### src/rtl/vram_arbiter.sv
// vram_arbiter: screen-RAM responder for video fetches and contended Z80 accesses.
// Ports:
//   clock, reset           system clock, asynchronous active-low reset
//   ce                     pixel clock enable shared with the video generator
//   vA, vRd, vCn, vD       video fetch address, read request, contention window, fetched byte
//   screenSel, page        screen bank select (5/7), RAM page mapped at C000-FFFF
//   cpuCe, cpuCeOut        raw and gated CPU clock enable
//   mreqN, rdN, wrN        Z80 strobes (active low)
//   cpuA, cpuDo, cpuDi     CPU address, write data, read data
//   cpuHit                 CPU address maps into this RAM
//   ramA, ramDi, ramDo     synchronous screen RAM address, write data, read data (1 clock latency)
//   ramWe                  RAM write strobe
module vram_arbiter #(
    parameter int RAM_AW        = 15,
    parameter int ODD_CONTENDED = 1
) (
    input  logic              clock,
    input  logic              reset,
    input  logic              ce,
    input  logic [12:0]       vA,
    input  logic              vRd,
    input  logic              vCn,
    output logic [7:0]        vD,
    input  logic              screenSel,
    input  logic [2:0]        page,
    input  logic              cpuCe,
    output logic              cpuCeOut,
    input  logic              mreqN,
    input  logic              rdN,
    input  logic              wrN,
    input  logic [15:0]       cpuA,
    input  logic [7:0]        cpuDo,
    output logic [7:0]        cpuDi,
    output logic              cpuHit,
    output logic [RAM_AW-1:0] ramA,
    output logic [7:0]        ramDi,
    input  logic [7:0]        ramDo,
    output logic              ramWe
);
    typedef enum logic [1:0] {IDLE, STALL, ACCESS, DONE} stateType;

    stateType    state, stateNext;
    logic [1:0]  acc, accNext;
    logic [1:0]  vPipe;
    logic        contended, start, issue, capture;
    logic [14:0] cpuRamA;

    assign cpuHit    = (cpuA[15:14] == 2'b01) || (cpuA[15:14] == 2'b11 && (page == 3'd5 || page == 3'd7));
    assign contended = (cpuA[15:14] == 2'b01) || (ODD_CONTENDED != 0 && cpuA[15:14] == 2'b11 && page[0]);
    // page 5 and the 4000 window land in bank 5; page 7 lands in bank 7
    assign cpuRamA   = {cpuA[15] & page[1], cpuA[13:0]};
    assign start     = cpuCe && !mreqN && (!rdN || !wrN) && (contended || cpuHit);
    assign cpuCeOut  = reset && cpuCe && (state == IDLE || state == DONE);

    always_ff @(posedge clock or negedge reset) begin
        if (!reset) begin
            state <= IDLE;
            acc   <= 2'd0;
        end else begin
            state <= stateNext;
            acc   <= accNext;
        end
    end

    // acc tracks a CPU read in flight: 0 = not issued, 1 = address on RAM, 2 = data on ramDo
    always_comb begin
        stateNext = state;
        accNext   = acc;
        issue     = 1'b0;
        capture   = 1'b0;
        case (state)
            IDLE:   if (start) stateNext = vCn ? STALL : (cpuHit ? ACCESS : DONE);
            STALL:  if (ce && !vCn) stateNext = cpuHit ? ACCESS : DONE;
            ACCESS: begin
                if (acc == 2'd0) begin
                    if (!vRd) begin
                        issue     = 1'b1;
                        stateNext = !wrN ? DONE : ACCESS;
                        accNext   = !wrN ? 2'd0 : 2'd1;
                    end
                end else if (acc == 2'd1) begin
                    // a video fetch stepping in before capture forces a reissue
                    accNext = vRd ? 2'd0 : 2'd2;
                end else begin
                    capture   = 1'b1;
                    accNext   = 2'd0;
                    stateNext = DONE;
                end
            end
            DONE:   if (mreqN) stateNext = IDLE;
            default: stateNext = IDLE;
        endcase
    end

    // vPipe[1] marks the clock where ramDo carries the byte addressed two clocks earlier
    always_ff @(posedge clock or negedge reset) begin
        if (!reset) begin
            vPipe <= 2'b00;
            vD    <= 8'h00;
            cpuDi <= 8'hFF;
            ramA  <= '0;
            ramDi <= 8'h00;
            ramWe <= 1'b0;
        end else begin
            vPipe <= {vPipe[0], vRd};
            ramWe <= issue && !wrN;
            if (vPipe[1]) vD <= ramDo;
            if (capture) cpuDi <= ramDo;
            if (vRd) begin
                ramA <= RAM_AW'({screenSel, 1'b0, vA});
            end else if (issue) begin
                ramA  <= RAM_AW'(cpuRamA);
                ramDi <= cpuDo;
            end
        end
    end
endmodule

### config.mk
export PLATFORM = sky130hd
export DESIGN_NAME = vram_arbiter
export DESIGN_NICKNAME = d
export VERILOG_FILES = /design/src/rtl/vram_arbiter.sv
export SDC_FILE = /design/constraint.sdc
export NUM_CORES = 1
export LEC_CHECK = 0
export BUFFER_PORTS_ARGS = -buffer_cell sky130_fd_sc_hd__buf_2
export CORE_ASPECT_RATIO = 0.9
export CORE_MARGIN = 3
export CORE_UTILIZATION = 50
export CTS_BUF_LIST = sky130_fd_sc_hd__clkbuf_4 sky130_fd_sc_hd__clkbuf_8
export DETAILED_ROUTE_END_ITERATION = 8
export PLACE_DENSITY = 0.87
export REMOVE_ABC_BUFFERS = 1
export SLEW_MARGIN = 20
export SYNTH_ARGS = -nofsm -noshare
export SYNTH_HDL_FRONTEND = slang
export SYNTH_SLANG_ARGS = --single-unit
### constraint.sdc
create_clock -name clock -period 2.4 [get_ports clock]
set_input_delay 0.36 -clock clock [delete_from_list [all_inputs] [get_ports clock]]
set_output_delay 0.36 -clock clock [all_outputs]
set_load 0.05 [all_outputs]
Yosys cells after proc, flatten, opt, wreduce, memory -nomap -nowiden
Cells that the tools add are included.

word-level totals
  output and inout bits = 42
  bits of input ports = 58
  bits in latches = 0
  word-level logic and storage cells = 72
  memory bits (writable) = 0
  register bits after elaboration = 46
  ROM bits = 0
  memories kept = 0

cells by class
  $mul = 0
  shift operators = 0
  mux-type cells = 23
  eq/ne operators = 14
  reductions and logical operators = 25
  div/mod/pow operators = 0
  bitwise gates (word level) = 2
  magnitude comparators = 0
  $add $sub $neg = 0

operators with widths
  kind                number
  $mux 15             2
  $mux 2              11
  $logic_and 1x1->1   9
  $mux 1              9
  $ne 2x2->1 const B  4
  $pmux 2 s4          1
  $eq 2x1->1 const B  3
  $eq 2x2->1 const B  3
  $eq 3x3->1 const B  2
  $logic_or 1x1->1    6
  $ne 3x3->1 const B  2
  $reduce_and 5->1    1
  $logic_not 1->1     4
  $logic_not 2->1     2
  $reduce_and 2->1    2
  $reduce_bool 2->1   1
  $and 1x1->1         1
  $not 1->1           1

Longest topological paths before layout
Gate-level depths: netlist of run 1.

  depth in word-level cells = 8
  depth in mapped cells = 7

Least setup slack after synthesis of run 1
Ideal clock, no wire load.

  path type = input -> register
  start = input cpuA[15]
  end = register state[0]
  data required time = 2.275 ns
  buffers on the path = 0
  stages = 4
  arrival = 1.649 ns
  slack = 0.626 ns
  cell sequence = a21boi_0 nor2_1 a32oi_1 mux2_4

between the ends
  cells in the longest elaborated chain, start to end = 7

RTL lines
  item                                            line        RTL
  start: declaration                              31          input logic [15:0] cpuA,
  $eq 2x2->1                                      48          assign cpuHit = (cpuA[15:14] == 2'b01) || (cpuA[15:14] == 2'b11 && (page == 3'd5 || page == 3'd7));
  $logic_and 1x1->1                               48
  $logic_or 1x1->1 *                              48
  via cpuHit                                      34          output logic cpuHit,
  $mux 1 or $logic_or 1x1->1 (tied branches)      72, 73, 52
  $mux 2 or $logic_and 1x1->1 (tied branches)     72, 52
  $mux 2 or $ne 2x2->1 (tied branches)            --
  $pmux 2 s4 or $reduce_and 5->1 (tied branches)  --
  end signal: assignment                          60          state <= stateNext;
  end: declaration                                42          stateType state, stateNext;

The timed path passes the listed nets; every way through them passes the cells marked *. The select of a mux whose other input is x is not followed.
A chain may end at the register's enable or synchronous reset.

Worst setup path in the final report of run 1
  start = register state[0]
  end = output cpuCeOut

between the ends
  cells in the longest elaborated chain, start to end = 3

RTL lines
  item                                           line  RTL
  $eq 2x2->1 or $logic_not 2->1 (tied branches)  53    assign cpuCeOut = reset && cpuCe && (state == IDLE || state == DONE);
  $logic_or 1x1->1 *                             53
  $logic_and 1x1->1 *                            53
  end: declaration                               27    output logic cpuCeOut,

Every way passes the cells marked *; elsewhere a longest branch is shown, timed or not.

==> run metrics, run 1 <==
Final ANT Viol Nets 0; outcome complete, no violations; commonest cells after routing, fill and taps aside buf_2 (99), dfrtp_1 (38), mux2_2 (23); htree depth 2; syn_area_per_cell 12.8 um2; Multi-input gate area 820 um2; area grow syn2layout 31.4%; Fin Hold WS 0.178 ns; vias 1539; Seq cells post-synth 46; max-cap viol count 0; slew margin rel. 0.635; met3 Resource Use GR 0.0633; layout cells sized above 1 0.557; GPL Wtd Cong 0.751; clock tree sinks 46; Iteration-0 DRC Markers 43; maximum fanout along the worst path 4; detailed placer's ending HPWL 3210 um; clock slew at reported path FFs 0.08 ns; ant diodes 0; synth top area cells dfrtp_1 (47%), mux2_2 (13%), dfstp_2 (10%); detailed-router iteration count before antenna repair 4; FF/Latch Area 1160 um2; crit end category output pin; commonest non-fill, non-tap cell in the layout buf_2; CTS Root Cell clkbuf_8; first-pass GRT wire length 6480 um; CP required 2.04 ns; Leakage Power 1.36 nW; Post-CTS Resized 0; die area 4880 um2; Synth cell types 26; GR Util met2 0.285; worst ir drop on vdd 887 uV; RR Endpoint ramDi[5]; core footprint 3810 um2; grt ovf 0; CTS Buffer Depth 2; CTS Hold Bufs 0; number of fill cells 281; CP arrival 1.45 ns; Post-CTS Setup Bufs 0; yosys warns 0; row count 21; vias in the first global route 1500; Reg2Reg Depth 5; PortBufs 99; clk_lat worst skew 0.28 ns; Final setup violation count 0; fin crit share 0.756; Setup CP Type flip-flop to output pin; Syn Std Cell Area 2040 um2; TNS Setup 0 ns; CTS tree built; Gate Count Post-Synth 160; initial antenna violation count 0; final net count 325; GRT busiest layer met2; total CTS buffers 5; io pins 100; Slew Limit Fails 0; Max Clock Freq 551 MHz; post-synth top area share 0.466; post-route minimum period 1.81 ns; Setup Skew 0.00585 ns; met1 Use GR 0.215; Least-Margin Pin Slew 0.547 ns; DRC violations left 0; unrepaired setup endpoints after global routing no; die height 66.6 um; register area share after synthesis 0.569; gr usage total 0.175; routed wire length 4110 um; initial core utilization 0.536; largest net degree at the start of global routing 47; die width 73.3 um; worst min-delay path class input port to asynchronous set/reset pin; Power Density 1370 nW/um2; r2r startpoint state[0]; final hold violation count 0; startpoint types flip-flop; Synth area leader dfrtp_1; reg-to-reg slack, setup 0.60 ns; DR WL/cell 13.3 um; Via density 4.96
metal layers:
layer / vias to the layer above / share of wire / wire length (um)
li1: 756 / - / -
met1: 707 / 0.42 / 1740
met4: 0 / 0.010 / 43
met5: - / 0 / 0
met3: 4 / 0.11 / 450
met2: 72 / 0.46 / 1870
logic make-up after synthesis:
logic type               synth area share
AO/OA/AOI/OAI                      0.0914
adder cells (fa/ha/maj)            0.0245
buffers and inverters              0.0313
flip-flops                          0.569
multiplexers                        0.213
AND/OR/NAND/NOR                    0.0705
Yosys cell counts (all sizes together):
master,count
dfrtp,38
mux2,25
nor2,18
a21oi,16
mux2i,15
dfstp,8
inv,8
buf,5
nand2,5
ha,4
o21ai,3
a22o,2
nand2b,2
o21bai,2
a2111oi,1
a21boi,1
a32oi,1
clkbuf,1
nor2b,1
nor3,1
nor4,1
o2111ai,1
or3b,1
worst max path at each step:
stage | from | to | slack [ns] | cells past startpoint
final | state[0] | cpuCeOut | 0.59 | 4
after global routing | state[0] | ramDi[5] | 0.44 | 5
after CTS | state[0] | cpuCeOut | 0.57 | 4
after detailed placement | state[0] | ramDi[1] | 0.61 | 5
after global placement | state[0] | ramDi[6] | 0.68 | 5
after floorplan | state[0] | ramA[13] | 0.22 | 5
flip-flops by register name (all words and copies together), names as in the netlist:
name and flops:
ramA 15, acc 2, vPipe 2, ramDi 8, state 2, vD 8
cpuDi 8, ramWe 1
critical path: stages, from the launching register on:
cell	delay (ns)
dfrtp_1	0.40
inv_1	0.08
ha_1	0.32
nor2_1	0.10
buf_2	0.26
final cells by class:
class / instances / share of cell area
Tap cell: 46 / 0.0215
Sequential cell: 46 / 0.433
Clock buffer: 7 / 0.0336
Timing Repair Buffer: 102 / 0.193
Clock inverter: 1 / 0.00187
Multi-Input combinational cell: 100 / 0.306
Inverter: 8 / 0.0112
report_power, final:
| part | total [mW] | internal (mW) | switching [mW] |
|---|---|---|---|
| combinational | 1.92 | 0.554 | 1.37 |
| sequential | 1.28 | 1.11 | 0.165 |
| clock | 0.476 | 0.244 | 0.233 |
through the flow:
step                instance area, um2  std cells  utilization  total power, mW  setup slack (ns)
detailed placement                2590        302        0.679             3.22             0.611
floorplan                         2010        154            -             2.75             0.222
finish                            2680        310        0.704             3.67             0.586
CTS                               2680        310        0.704             3.70             0.571
global route                      2680        310        0.704             3.86             0.440
global placement                  2590        302        0.679             3.18             0.676
Note: power is estimated with default switching activity, not from simulation.
==> run 2, diff against run 1 <==
--- a/config.mk
+++ b/config.mk
@@ -5,13 +5,14 @@
 export SDC_FILE = /design/constraint.sdc
 export NUM_CORES = 1
 export LEC_CHECK = 0
+export ABC_AREA = 1
 export BUFFER_PORTS_ARGS = -buffer_cell sky130_fd_sc_hd__buf_2
 export CORE_ASPECT_RATIO = 0.9
 export CORE_MARGIN = 3
-export CORE_UTILIZATION = 50
+export CORE_UTILIZATION = 48
 export CTS_BUF_LIST = sky130_fd_sc_hd__clkbuf_4 sky130_fd_sc_hd__clkbuf_8
 export DETAILED_ROUTE_END_ITERATION = 8
-export PLACE_DENSITY = 0.87
+export PLACE_DENSITY = 0.83
 export REMOVE_ABC_BUFFERS = 1
 export SLEW_MARGIN = 20
 export SYNTH_ARGS = -nofsm -noshare
==> constraint.sdc (replaced) <==
create_clock -name clock -period 1.71 [get_ports clock]
set_input_delay 0.2565 -clock clock [delete_from_list [all_inputs] [get_ports clock]]
set_output_delay 0.2565 -clock clock [all_outputs]
set_load 0.05 [all_outputs]
==> run 2 against run 1 <==
Compared with the run above:
- sequential power rose by 37%
- critical path depth unchanged
- combinational power rose by 43%
- global-route usage rose by 1.5 points
- core utilization down 3.7 points
- final cell count grew 30%
- critical endpoint unchanged
- largest power group unchanged
==> run metrics, run 2 <==
CTS Hold Bufs 0 (unchanged); detailed-router iteration count before antenna repair 4 (unchanged); Leakage Power 1.51 nW (was 1.36 nW); fin crit share 0.948; PortBufs 99 (unchanged); total CTS buffers 5 (unchanged); Max Clock Freq 617 MHz; clock slew at reported path FFs 0.08 ns (about the same); Power Density 1860 nW/um2 (was 1370 nW/um2); final net count 405 (was 325); grt ovf 0 (unchanged); placed cell count 395 (was 302); core footprint 4180 um2 (was 3810 um2); CTS Buffer Depth 2 (unchanged); die area 5270 um2 (was 4880 um2); die width 76.2 um (was 73.3 um); non-filler cells, final 404 (was 310); Pint 2.57 mW (was 1.91 mW); Iteration-0 DRC Markers 77 (was 43); most frequent cells after synthesis nand2_1 (87), dfrtp_1 (38), nor2_1 (27) (was dfrtp_1 (38), mux2_2 (23), nor2_1 (18)); DR WL/cell 12.1 um (was 13.3 um); io pins 100 (unchanged); CP required 1.45 ns (was 2.04 ns); initial antenna violation count 0 (unchanged); Seq cells post-synth 46 (unchanged); gr usage total 0.190 (was 0.175); number of fill cells 377 (was 281); clk_lat worst skew 0.29 ns (was 0.28 ns); Final setup violation count 0 (unchanged); post-route minimum period 1.62 ns; Syn Std Cell Area 2130 um2 (was 2040 um2); worst ir drop on vdd 1210 uV (was 887 uV); top_reg_cell synth dfrtp_1 (unchanged); die height 69.2 um (was 66.6 um); CTS Root Cell clkbuf_8 (unchanged); outcome complete, no violations (unchanged); Sw Share 0.504 (was 0.480); Final ANT Viol Nets 0 (unchanged); htree depth 2 (unchanged); maximum fanout along the worst path 4 (unchanged); NetSw 2.61 mW (was 1.77 mW); GPL Wtd Cong 0.847 (was 0.751); final hold violation count 0 (unchanged); vias 1911 (was 1539); commonest cells after routing, fill and taps aside buf_2 (98), nand2_1 (87), dfrtp_1 (38) (was buf_2 (99), dfrtp_1 (38), mux2_2 (23)); Least-Margin Pin Slew 0.547 ns (about the same); Post-synth ARST share 1.00 (unchanged); syn_area_per_cell 8.90 um2 (was 12.8 um2); first-pass GRT wire length 8200 um (was 6480 um); layout cells sized above 1 0.404 (was 0.557); worst min-delay path class input port to asynchronous set/reset pin (unchanged); Via density 4.73 (was 4.96); slew margin rel. 0.635 (about the same); vias in the first global route 1845 (was 1500); max FFs per register 15 (unchanged); clock tree sinks 46 (unchanged); reg-to-reg slack, setup 0.18 ns (was 0.60 ns); Synth cell types 25 (was 26); Reg power frac 0.341 (was 0.347); initial core utilization 0.509 (was 0.536); routed wire length 4880 um (was 4110 um); Setup Skew 0.00275 ns (was 0.00585 ns); DRC violations left 0 (unchanged); Gate power share 0.532 (was 0.523); unrepaired setup endpoints after global routing no (unchanged); register area share after synthesis 0.546 (was 0.569); area grow syn2layout 31.2% (was 31.4%); Clock power frac 0.128 (was 0.130); Largest Register ramA (unchanged); detailed placer's ending HPWL 3680 um (was 3210 um); largest net degree at the start of global routing 47 (unchanged); startpoint types flip-flop (unchanged); commonest non-fill, non-tap cell in the layout buf_2 (unchanged); TNS Setup 0 ns (unchanged); Synth area leader dfrtp_1 (unchanged); max-cap viol count 0 (unchanged); CTS tree built (unchanged); CP arrival 1.36 ns (was 1.45 ns); Slew Limit Fails 0 (unchanged); most numerous cell in the Yosys netlist nand2_1 (was dfrtp_1); Gate Count Post-Synth 239 (was 160); yosys warns 0 (unchanged); crit end category output pin (unchanged); post-synth top area share 0.447 (was 0.466); EDFF count, synth 0 (unchanged); Setup CP Type flip-flop to output pin (unchanged); ant diodes 0 (unchanged); synth top area cells dfrtp_1 (45%), nand2_1 (15%), dfstp_2 (9.9%) (was dfrtp_1 (47%), mux2_2 (13%), dfstp_2 (10%)); row count 22 (was 21)
## run 2: changes by cell type after synthesis, sizes merged, moves of 10 or more
cell   before  now
mux2i      15    0
mux2       25    2
a31oi       0   14
nor2       18   28
inv         8   21
nand2       5   89
## run 2: cell families (layout without fill, tap and decap cells)
logic type                 after synthesis  after routing  synth area share
and+or+nand+nor                        125            125             0.243
DFF                                     46             46             0.546
AOI/OAI and AO/OA                       33             33             0.106
buffers and inverters                   29            134            0.0717
adders and majority gates                4              4            0.0235
muxes                                    2              2            0.0106
## run 2: through the flow
step	area (um2)	setup slack, ns	util	hold slack, ns	power [mW]
after floorplan	2060	-0.229	-	-0.0391	3.80
after global placement	2670	0.212	0.638	0.334	4.40
after detailed placement	2670	0.161	0.638	0.350	4.47
final	2790	0.0891	0.667	0.115	5.18
after global routing	2790	0.0158	0.667	0.160	5.52
after CTS	2760	0.00839	0.660	0.141	5.14
## run 2: worst max-delay path: stages (launching register included)
cell and delay (ns):
dfrtp_1 0.42, inv_1 0.14, ha_4 0.23, nor2_2 0.12, buf_6 0.16
## run 2: worst paths after layout
check / from / endpoint / cells past startpoint
max: state[0] / cpuCeOut / 4
min: reset / ramA[5] / 2
max reg2reg: state[0] / cpuDi[3] / 5
min reg2reg: vPipe[0] / vPipe[1] / 0
max in group asynchronous: reset / cpuDi[4] / 2
min in group clock: cpuDo[5] / ramDi[5] / 3
## run 2: cell type report
type / count / area [um2] / area share
repair buffers: 105 / 547 / 0.196
inverters: 21 / 86.3 / 0.0309
clock inverters: 2 / 13.8 / 0.00493
multi-input cells: 164 / 832 / 0.298
well taps: 60 / 75.1 / 0.0269
flip-flops and latches: 46 / 1160 / 0.416
clock buffers: 6 / 76.3 / 0.0273
## run 2: layer usage
metal / vias up / track usage / routed length [um] / part of all wire
met5: - / 0 / 0 / 0
met4: 0 / 0.0563 / 64 / 0.013
met3: 6 / 0.0532 / 344 / 0.070
li1: 965 / - / - / -
met1: 855 / 0.240 / 2220 / 0.45
met2: 85 / 0.321 / 2260 / 0.46
## run 2: power by group through the flow
stage	clock (mW)	combinational [mW]	sequential [mW]
after floorplan	0	0.854	2.95
after global placement	0	2.63	1.77
after detailed placement	0	2.69	1.78
after CTS	0.680	2.69	1.77
after global routing	0.732	2.96	1.82
final	0.662	2.75	1.76
## run 2: repair_timing
item | 4_1_cts | 5_1_grt
pin swaps | 0 | 0
gates resized for setup | 1 | 4
endpoints found under the setup margin | 1 | 2
buffers inserted | 0 | 1
==> run 3, diff against run 2 <==
--- a/config.mk
+++ b/config.mk
@@ -13,6 +13,7 @@
 export CTS_BUF_LIST = sky130_fd_sc_hd__clkbuf_4 sky130_fd_sc_hd__clkbuf_8
 export DETAILED_ROUTE_END_ITERATION = 8
 export PLACE_DENSITY = 0.83
+export RECOVER_POWER = 25
 export REMOVE_ABC_BUFFERS = 1
 export SLEW_MARGIN = 20
 export SYNTH_ARGS = -nofsm -noshare
==> run 3 against run 2 <==
Compared with the run above:
- first-iteration DRC count is 9.1% higher
- critical endpoint unchanged
- non-clock buffer count stayed put
- total power hardly changed
- core utilization is 0.12 points lower
- flip-flop and latch count stayed put
- combinational power hardly changed
- final cell count stayed put
- via count stayed put
- cell area is 0.18% lower
- largest cell class unchanged
- global-route usage stayed put
- largest power group unchanged
==> run metrics, run 3 (synthesis gave the netlist of run 2 again) <==
detailed-router iteration count before antenna repair 4 (unchanged); htree depth 2 (unchanged); Placement Cell Area 2670 um2 (unchanged); final net count 405 (unchanged); worst min-delay path class input port to flip-flop (was input port to asynchronous set/reset pin); Final ANT Viol Nets 0 (unchanged); CP required 1.45 ns (about the same); area grow syn2layout 30.9% (was 31.2%); Largest Register ramA (unchanged); worst slack at placement 0.161 ns (unchanged); maximum fanout along the worst path 4 (unchanged); DRC violations left 0 (unchanged); utilization after layout 0.666 (was 0.667); placed cell count 395 (unchanged); Hold Crit Depth 3; routed wire length 4880 um (unchanged); startpoint types flip-flop (unchanged); Iteration-0 DRC Markers 84 (was 77); core footprint 4180 um2 (unchanged); PortBufs 99 (unchanged); unrepaired setup endpoints after global routing no (unchanged); Fin Hold WS 0.154 ns (was 0.115 ns); initial antenna violation count 0 (unchanged); max FFs per register 15 (unchanged); layout cells sized above 1 0.398 (was 0.404); TNS Setup 0 ns (unchanged); Via density 4.73 (unchanged); CP arrival 1.36 ns (about the same); CTS tree built (unchanged); CTS Root Cell clkbuf_8 (unchanged); GPL Wtd Cong 0.847 (unchanged); Max Clock Freq 617 MHz (about the same); CTS Buffer Depth 2 (unchanged); final hold violation count 0 (unchanged); CP Cell Sequence inv_1 > ha_4 > nor2_2 > buf_6 (unchanged); worst hold start cpuDo[5]; row count 22 (unchanged); max-cap viol count 0 (unchanged); vias in the first global route 1845 (unchanged); initial core utilization 0.509 (unchanged); clock tree sinks 46 (unchanged); worst hold endpoint ramDi[5]; grt ovf 0 (unchanged); clk_lat worst skew 0.29 ns (about the same); fin crit share 0.948 (about the same); Slew Limit Fails 0 (unchanged); commonest non-fill, non-tap cell in the layout buf_2 (unchanged); total CTS buffers 5 (unchanged); slew margin rel. 0.286 (was 0.635); worst ir drop on vdd 1220 uV (was 1210 uV); Setup Skew 0.00258 ns (was 0.00275 ns); Worst Setup Slack, final 0.0887 ns (was 0.0891 ns); RR Endpoint cpuDi[3] (unchanged); Design Area, Final 2790 um2 (about the same); ant diodes 0 (unchanged); crit end category output pin (unchanged); io pins 100 (unchanged); Reg2Reg Depth 5 (unchanged); Leakage Power 1.51 nW (about the same); die area 5270 um2 (unchanged); commonest cells after routing, fill and taps aside buf_2 (96), nand2_1 (87), dfrtp_1 (38) (was buf_2 (98), nand2_1 (87), dfrtp_1 (38)); non-filler cells, final 404 (unchanged); Final setup violation count 0 (unchanged); die width 76.2 um (unchanged); vias 1911 (unchanged); total power 5.18 mW (about the same); die height 69.2 um (unchanged); post-route minimum period 1.62 ns (about the same); Setup CP Type flip-flop to output pin (unchanged); clock slew at reported path FFs 0.08 ns (about the same); first-pass GRT wire length 8200 um (unchanged); reg-to-reg slack, setup 0.18 ns (about the same); Least-Margin Pin Slew 1.07 ns (was 0.547 ns); gr usage total 0.190 (unchanged); largest net degree at the start of global routing 47 (unchanged); r2r startpoint state[0] (unchanged); Crit. Startpoint state[0] (unchanged); outcome complete, no violations (unchanged); Power Density 1860 nW/um2 (about the same); slowest CP cell dfrtp_1 (unchanged); slowest stage delay, CP 0.42 ns (about the same); detailed placer's ending HPWL 3680 um (unchanged); DR WL/cell 12.1 um (unchanged)
==> run 3: repair_timing <==
action	CTS	global route
setup buffers	0	1
endpoints found under the setup margin	1	2
hold buffers	0	0
resized for setup	1	4
==> run 3: worst max path at each step <==
stage               slack (ns)       end
finish                    0.09  cpuCeOut
global route              0.01  state[0]
CTS                      0.008  cpuCeOut
detailed placement        0.16  cpuDi[3]
global placement          0.21  cpuDi[5]
floorplan                -0.23  state[0]
==> run 3: power breakdown <==
part / switching, mW / internal, mW
Combinational: 2.02 / 0.728
Clock: 0.358 / 0.305
Sequential: 0.230 / 1.54
==> run 3: area by class of cell <==
cell class	instances	area, um2
inverters	21	86.3
clock buffers	6	76.3
clock inverters	2	13.8
fillers	380	1400
multi-input cells	164	832
flip-flops and latches	46	1160
well taps	60	75.1
repair buffers	105	542
==> run 3: critical path, delay by kind of cell, from the launching register on <==
| kind | cells | cell delay [ns] |
|---|---|---|
| flops | 1 | 0.42 |
| buf+inv | 2 | 0.30 |
| fa+ha+maj | 1 | 0.23 |
| simple gates | 1 | 0.12 |
==> run 3: per-layer routing <==
layer | track usage | part of all wire
met1 | 0.240 | 0.46
met2 | 0.321 | 0.46
met3 | 0.0532 | 0.068
met4 | 0.0563 | 0.013
met5 | 0 | 0
